[src/rtl/pipeline_run_ctrl.sv]
// rtl/pipeline_run_ctrl.sv - run/step/drain sequencer for the 5-stage MIPS pipeline
module pipeline_run_ctrl #(
  parameter int          PC_WIDTH     = 7,
  parameter int          CNT_WIDTH    = 32,
  parameter int          DRAIN_CYCLES = 4,
  parameter logic [5:0]  HALT_OPCODE  = 6'h3F
) (
  input  logic                 clk,
  input  logic                 rst,
  input  logic                 cmd_valid,
  input  logic [1:0]           cmd_op,
  output logic                 cmd_ready,
  input  logic                 halt_req,
  input  logic                 stop,
  input  logic [31:0]          instr_if,
  input  logic [PC_WIDTH-1:0]  pc_if,
  output logic                 fetch_en,
  output logic                 pipe_en,
  output logic                 flush_if,
  output logic                 busy,
  output logic                 done,
  output logic [PC_WIDTH-1:0]  halted_pc,
  output logic [CNT_WIDTH-1:0] cycle_count,
  output logic [CNT_WIDTH-1:0] stall_count
);

  localparam int DW = (DRAIN_CYCLES > 1) ? $clog2(DRAIN_CYCLES) : 1;
  localparam logic [DW-1:0] DRAIN_LOAD = DW'(DRAIN_CYCLES - 1);

  localparam logic [1:0] OP_RUN   = 2'b01;
  localparam logic [1:0] OP_STEP  = 2'b10;
  localparam logic [1:0] OP_CLEAR = 2'b11;

  typedef enum logic [2:0] {
    S_IDLE  = 3'd0,
    S_RUN   = 3'd1,
    S_STEP  = 3'd2,
    S_DRAIN = 3'd3,
    S_DONE  = 3'd4
  } state_e;

  state_e                state_q, state_d;
  logic [DW-1:0]         drain_q, drain_d;
  logic [PC_WIDTH-1:0]   halted_pc_q, halted_pc_d;
  logic [CNT_WIDTH-1:0]  cycle_q, cycle_d;
  logic [CNT_WIDTH-1:0]  stall_q, stall_d;

  logic cmd_accept;
  logic clear_cmd;
  logic halt_hit;

  // Only the opcode field of the fetched word matters here.
  logic unused_instr;
  assign unused_instr = ^instr_if[25:0];

  assign cmd_accept = cmd_valid & cmd_ready;
  assign clear_cmd  = cmd_accept & (cmd_op == OP_CLEAR);
  // A HALT sitting behind a load-use stall is not taken until fetch really advances.
  assign halt_hit   = fetch_en & ~stop & (instr_if[31:26] == HALT_OPCODE);

  // State, drain counter, halt PC and counters; reset aborts with no drain.
  always_ff @(posedge clk or negedge rst) begin
    if (!rst) begin
      state_q     <= S_IDLE;
      drain_q     <= '0;
      halted_pc_q <= '0;
      cycle_q     <= '0;
      stall_q     <= '0;
    end else begin
      state_q     <= state_d;
      drain_q     <= drain_d;
      halted_pc_q <= halted_pc_d;
      cycle_q     <= cycle_d;
      stall_q     <= stall_d;
    end
  end

  // Next-state logic, including drain entry and halt PC capture.
  always_comb begin
    state_d     = state_q;
    drain_d     = drain_q;
    halted_pc_d = halted_pc_q;
    unique case (state_q)
      S_IDLE: begin
        if (cmd_accept) begin
          if (cmd_op == OP_RUN)        state_d = S_RUN;
          else if (cmd_op == OP_STEP)  state_d = S_STEP;
          else if (cmd_op == OP_CLEAR) halted_pc_d = '0;
        end
      end
      S_RUN: begin
        // halt_hit and halt_req both capture pc_if, so precedence does not change the PC.
        if (halt_hit || halt_req) begin
          halted_pc_d = pc_if;
          drain_d     = DRAIN_LOAD;
          state_d     = S_DRAIN;
        end
      end
      S_STEP: begin
        if (!stop) begin
          if (halt_hit) begin
            halted_pc_d = pc_if;
            drain_d     = DRAIN_LOAD;
            state_d     = S_DRAIN;
          end else begin
            state_d = S_IDLE;
          end
        end
      end
      S_DRAIN: begin
        if (drain_q == '0) state_d = S_DONE;
        else               drain_d = drain_q - 1'b1;
      end
      S_DONE: begin
        if (clear_cmd) begin
          halted_pc_d = '0;
          state_d     = S_IDLE;
        end
      end
      default: state_d = S_IDLE;
    endcase
  end

  // Saturating cycle and stall counters; a clear overrides any increment.
  always_comb begin
    cycle_d = cycle_q;
    stall_d = stall_q;
    if (clear_cmd) begin
      cycle_d = '0;
      stall_d = '0;
    end else if (pipe_en) begin
      if (!(&cycle_q))         cycle_d = cycle_q + CNT_WIDTH'(1);
      if (stop && !(&stall_q)) stall_d = stall_q + CNT_WIDTH'(1);
    end
  end

  // Output decode from the registered state only.
  always_comb begin
    cmd_ready = 1'b0;
    fetch_en  = 1'b0;
    pipe_en   = 1'b0;
    flush_if  = 1'b0;
    busy      = 1'b0;
    done      = 1'b0;
    unique case (state_q)
      S_IDLE:  cmd_ready = 1'b1;
      S_RUN:   begin fetch_en = 1'b1; pipe_en = 1'b1; busy = 1'b1; end
      S_STEP:  begin fetch_en = 1'b1; pipe_en = 1'b1; busy = 1'b1; end
      S_DRAIN: begin pipe_en = 1'b1; flush_if = 1'b1; busy = 1'b1; end
      S_DONE:  begin cmd_ready = 1'b1; done = 1'b1; end
      default: cmd_ready = 1'b0;
    endcase
  end

  assign halted_pc   = halted_pc_q;
  assign cycle_count = cycle_q;
  assign stall_count = stall_q;

endmodule
[config.mk]
export PLATFORM = sky130hd
export DESIGN_NAME = pipeline_run_ctrl
export DESIGN_NICKNAME = d
export VERILOG_FILES = /design/src/rtl/pipeline_run_ctrl.sv
export SDC_FILE = /design/constraint.sdc
export NUM_CORES = 1
export LEC_CHECK = 0
export CAP_MARGIN = 20
export CORE_AREA = 2 2 126 79
export CTS_CLUSTER_DIAMETER = 100
export DETAILED_ROUTE_END_ITERATION = 6
export DIE_AREA = 0 0 128 81
export PLACE_DENSITY = 0.78
export SYNTH_ARGS = -nofsm -noshare
export SYNTH_HDL_FRONTEND = slang
export SYNTH_SLANG_ARGS = --single-unit
[constraint.sdc]
create_clock -name clk -period 2.95 [get_ports clk]
set_input_delay 0.295 -clock clk [delete_from_list [all_inputs] [get_ports clk]]
set_output_delay 0.295 -clock clk [all_outputs]
set_load 0.02 [all_outputs]
## Word level (Yosys, flattened, before mapping)

Cells that the tools add are included.

- Bitwise logic cells: 5
- Reductions and logical operators: 19
- Eq/ne operators: 20
- Muxes and demuxes: 34
- Add/subtract/negate cells: 3

Operators by type and width:

| kind | number |
|---|---|
| two-way mux 32 bit | 6 |
| adder 32 x 1 -> 32 bit, second input constant | 2 |
| AND reduction 32 bit | 2 |
| two-way mux 7 bit | 8 |
| one-hot mux 7 bit (4 select lines) | 1 |
| != test 2 bit, second input constant | 11 |
| two-way mux 3 bit | 7 |
| one-hot mux 3 bit (5 select lines) | 1 |
| two-way mux 2 bit | 5 |
| AND reduction 9 bit | 1 |
| == test 3 x 2 -> 1 bit, second input constant | 2 |
| == test 6 bit, second input constant | 1 |
| one-hot mux 2 bit (3 select lines) | 1 |
| AND reduction 6 bit | 1 |
| two-way mux 1 bit | 5 |
| AND reduction 5 bit | 1 |
| AND 1 bit | 4 |
| == test 2 bit, second input constant | 2 |
| AND reduction 2 bit | 2 |
| nonzero test 2 bit | 2 |
| nonzero test 4 bit | 1 |
| OR reduction 2 bit | 2 |
| == test 3 x 1 -> 1 bit, second input constant | 1 |
| == test 3 bit, second input constant | 1 |
| 11 further kinds | 11 |

- Input port bits: 46
- Logic and storage cells: 86
- Output and inout bits: 77
- Flip-flop bits (word level): 76

## Logic depth before layout (Yosys ltp)

- Word-level depth: 8
- Mapped depth: 8
- Mapped depth without buffers: 7

## Worst setup path after synthesis

No wires, ideal clock.

- Path kind: register to register
- Start point: register stall_q[0], in the netlist stall_count[0]
- End point: register stall_q[24], in the netlist stall_count[24]
- Clock period less this slack: 2.312 ns
- Arrival: 2.234 ns
- Buffers on the path: 1
- Stages on the path, launching flop included: 8
- Library setup time: 0.078 ns
- Path slack: 0.638 ns
- Data required time: 2.872 ns
- Cells stage by stage: dfrtp_1 > ha_1 > and4_1 > nand3_1 > or4b_1 > clkbuf_1 > or3_1 > a21oi_1

- Longest elaborated chain between the ends: 5
- Elaborated cells on any way between the ends: 9
- Classes of those cells: add/sub: 1; mux: 3; reduce/logical: 5

RTL lines:

| item | line | text |
|---|---|---|
| from (decl) | 46 | `logic [CNT_WIDTH-1:0] stall_q, stall_d;` |
| from (signal assigned) | 74 | `stall_q <= stall_d;` |
| parallel branches: the longest is 5 deep, another holds adder 32 x 1 -> 32 bit | - |  |

Parallel ways; which one is timed is not known. The select of a mux whose other input is x is not followed.
A chain may end at the register's enable or synchronous reset.

## Worst setup path after layout

- Start point: register stall_q[18], in the netlist stall_count[18]
- End point: register stall_q[15], in the netlist stall_count[15]

- Longest elaborated chain between the ends: 5

RTL lines:

| item | line | text |
|---|---|---|
| AND reduction 32 bit | 133 | `if (stop && !(&stall_q)) stall_d = stall_q + CNT_WIDTH'(1);` |
| zero test 1 bit | 133 |  |
| logical AND 1 bit | 133 |  |
| nonzero test 2 bit (no line) | - |  |
| AND reduction 2 bit (no line) | - |  |

Every way passes these cells.

==> flow_metrics.tcl <==
set metrics [dict create \
    outcome "finished clean" \
    grt_pass1_wl_mm 20.24 \
    timing.rr.end "stall_count[15]$_DFFE_PN0P_" \
    initial_utilization_pct 46.72 \
    synth_cells 495 \
    hold_path.class "primary input to async pin" \
    fmax_ghz 0.3849 \
    gp_congestion 0.8911 \
    critPathKind "flip-flop to flip-flop" \
    firstDrtPassIters 5 \
    final_cell_mix "clkdlybuf4s50_1, dfrtp_1, nand2_1" \
    r2r_slack_ns 0.35 \
    die_w_um 128 \
    detail_route.wl_per_cell_um 16.98 \
    pwr_density_cell_nw_per_um2 644.1 \
    hpwl_mm 8.529 \
    grt_max_degree 77 \
    synthArstFlopShare_pct 100.0 \
    syn_area_um2 4387 \
    placed_area_um2 5513 \
    wl_mm 12.28 \
    first_global_vias 3987 \
    rows 28 \
    fin_skew_ns 0.007738 \
    setup_violations 0 \
    ir_worst_vdd_mv 0.4369 \
    p_total_mw 3.759 \
    drive_gt1_share_pct 7.463 \
    vias_per_cell 6.120 \
    antenna_cells 0 \
    post_cts_buffers 0 \
    finish.utilization_pct 62.15 \
    dr_total_vias 4425 \
    synth_flop_cell "dfrtp_1" \
    yosysWarnings 0 \
    drt_iter0_markers 407 \
    p_leak_nw 2.365 \
    instances_no_fill 723 \
    fp.dieH_um 81 \
    htreeDepth 3 \
    antenna_found_initial 0 \
    clk_latency_ns 0.34 \
    numCtsBuffers 9 \
    synth_cell_types 60 \
    hold_viol 0 \
    maxCapViolCount 0 \
    end_kind "flip-flop" \
    ioPinCount 123 \
    cts_root_buf "clkbuf_16" \
    r2r_cells 5 \
    crit_required_ns 3.16 \
    worstReg2RegStart "stall_count[18]$_DFFE_PN0P_" \
    area_growth_pct 33.03 \
    dpl.cell_count 706 \
    die-area_um2 10370 \
    cp_max_fo 16 \
    final_net_count 651 \
    min_period_ns 2.598 \
    tightest_slew_ns 0.9295 \
    drc 0 \
    crit_arrival_ns 2.81 \
    slowest_delay_ns 0.60 \
    final_common_cell "clkdlybuf4s50_1" \
    cts_tree "done" \
    slew_headroom_pct 37.93 \
    rsz0062_at_grt "no" \
    synth_area_per_cell_um2 8.862 \
    core_area_um2 9389 \
    synth_seq_cells 76 \
    ant_nets 0 \
    globalRouteTotalUtil_pct 24.47 \
    path_cells "nand4_2 > or4_1 > or3_1 > nand4_1 > mux2_1" \
    finalSetupTns_ns 0 \
    synth_seq_area_share_pct 43.35 \
    design_area_um2 5836 \
    port_buffers 96 \
    slowest_stage "or4_1" \
    synth_edf_count 0 \
    critPathLaunchType "flip-flop" \
    slew_viol_final 0 \
    overflow 0 \
    clock-sinks 76 \
    clk_pin_slew_ns 0.06 \
    cts_max_path_buffers 2 \
    period_share_pct 88.06 \
    syn-num-nets 547 \
]
layer usage:
metal / wire length (µm) / up-vias / global-route usage, %
li1: - / 2069 / -
met1: 5998 / 2137 / 36.65
met2: 5248 / 202 / 35.24
met3: 923 / 17 / 6.126
met4: 107 / 0 / 6.264
met5: 0 / - / 0
flip-flops by register name, summed over array words and instances (netlist names):
register,count
cycle_count,32
stall_count,32
halted_pc,7
state_q,3
drain_q,2
synth_stat cells, types with 5 or more instances:
master | count | share of area, %
a21oi_1 | 36 | 4.1
and3_1 | 9 | 1.3
and4_1 | 6 | 1.2
clkbuf_1 | 11 | 0.94
dfrtp_1 | 76 | 43
ha_1 | 6 | 1.7
inv_1 | 10 | 0.86
mux2i_1 | 11 | 2.5
nand2_1 | 65 | 5.6
nand2b_1 | 9 | 1.3
nand3_1 | 28 | 3.2
nand4_1 | 24 | 3.4
nor2_1 | 29 | 2.5
nor3_1 | 10 | 1.1
nor4_1 | 7 | 1.0
o211ai_1 | 5 | 0.86
o21ai_0 | 23 | 2.6
o21ai_1 | 13 | 1.5
o31ai_1 | 11 | 1.9
or3_1 | 24 | 3.4
or4_1 | 17 | 2.9
final cells by class:
class | count | area, µm²
timing repair buffer | 115 | 1124
multi-input combinational | 386 | 2333
tap | 120 | 150.1
sequential | 76 | 1902
clock buffer | 13 | 250.2
clock inverter | 2 | 35.03
inverter | 11 | 41.29
fill | 809 | 3553
metrics by stage:
step           hold WS (ns)  worst slack (ns)
2_1_floorplan    -0.0005911            0.6385
3_3_place_gp         0.4615            0.1773
3_5_place_dp         0.4729           0.07801
4_1_cts              0.1577            0.3690
5_1_grt              0.3166            0.1875
6_report             0.3041            0.3521
critical path, delay by kind of cell, from the launching register on:
kind | cells | cell delay (ns)
and+or+nand+nor | 4 | 1.66
DFF | 1 | 0.48
muxes | 1 | 0.33
timing repair:
item / in CTS / in global routing
endpoints found under the hold margin: 0 / 4
resized for setup: 0 / 0
hold buffers: 0 / 1
endpoints found under the setup margin: 0 / 0
worst max path at each step:
stage / startpoint / end / depth (start not counted) / slack [ns]
2_1_floorplan: stall_count[0]$_DFFE_PN0P_ / stall_count[24]$_DFFE_PN0P_ / 7 / 0.64
3_3_place_gp: cmd_op[0] / cycle_count[24]$_DFFE_PN0P_ / 8 / 0.18
3_5_place_dp: cmd_op[0] / cycle_count[26]$_DFFE_PN0P_ / 8 / 0.08
4_1_cts: stall_count[18]$_DFFE_PN0P_ / stall_count[15]$_DFFE_PN0P_ / 5 / 0.37
5_1_grt: cycle_count[18]$_DFFE_PN0P_ / cycle_count[25]$_DFFE_PN0P_ / 5 / 0.19
6_report: stall_count[18]$_DFFE_PN0P_ / stall_count[15]$_DFFE_PN0P_ / 5 / 0.35
where the power goes:
part	leakage [nW]	switching [mW]	total, mW	internal [mW]
Sequential	1.02	0.216	1.41	1.20
Clock	0.140	0.409	1.08	0.673
Combinational	1.20	0.687	1.26	0.577
Total	2.37	1.31	3.76	2.45
cells by family (layout without fill, tap and decap cells):
family	count (synthesis)	count (layout)	synth area share [%]
AO/OA/AOI/OAI	114	114	16.09
multiplexers	12	12	2.767
AND/OR/NAND/NOR	247	247	31.23
XOR/XNOR	7	7	1.398
flip-flops	76	76	43.35
adder cells (fa/ha/maj)	6	6	1.711
buffers and inverters	33	141	3.451
No activity file was read; power rests on OpenSTA's default activity.
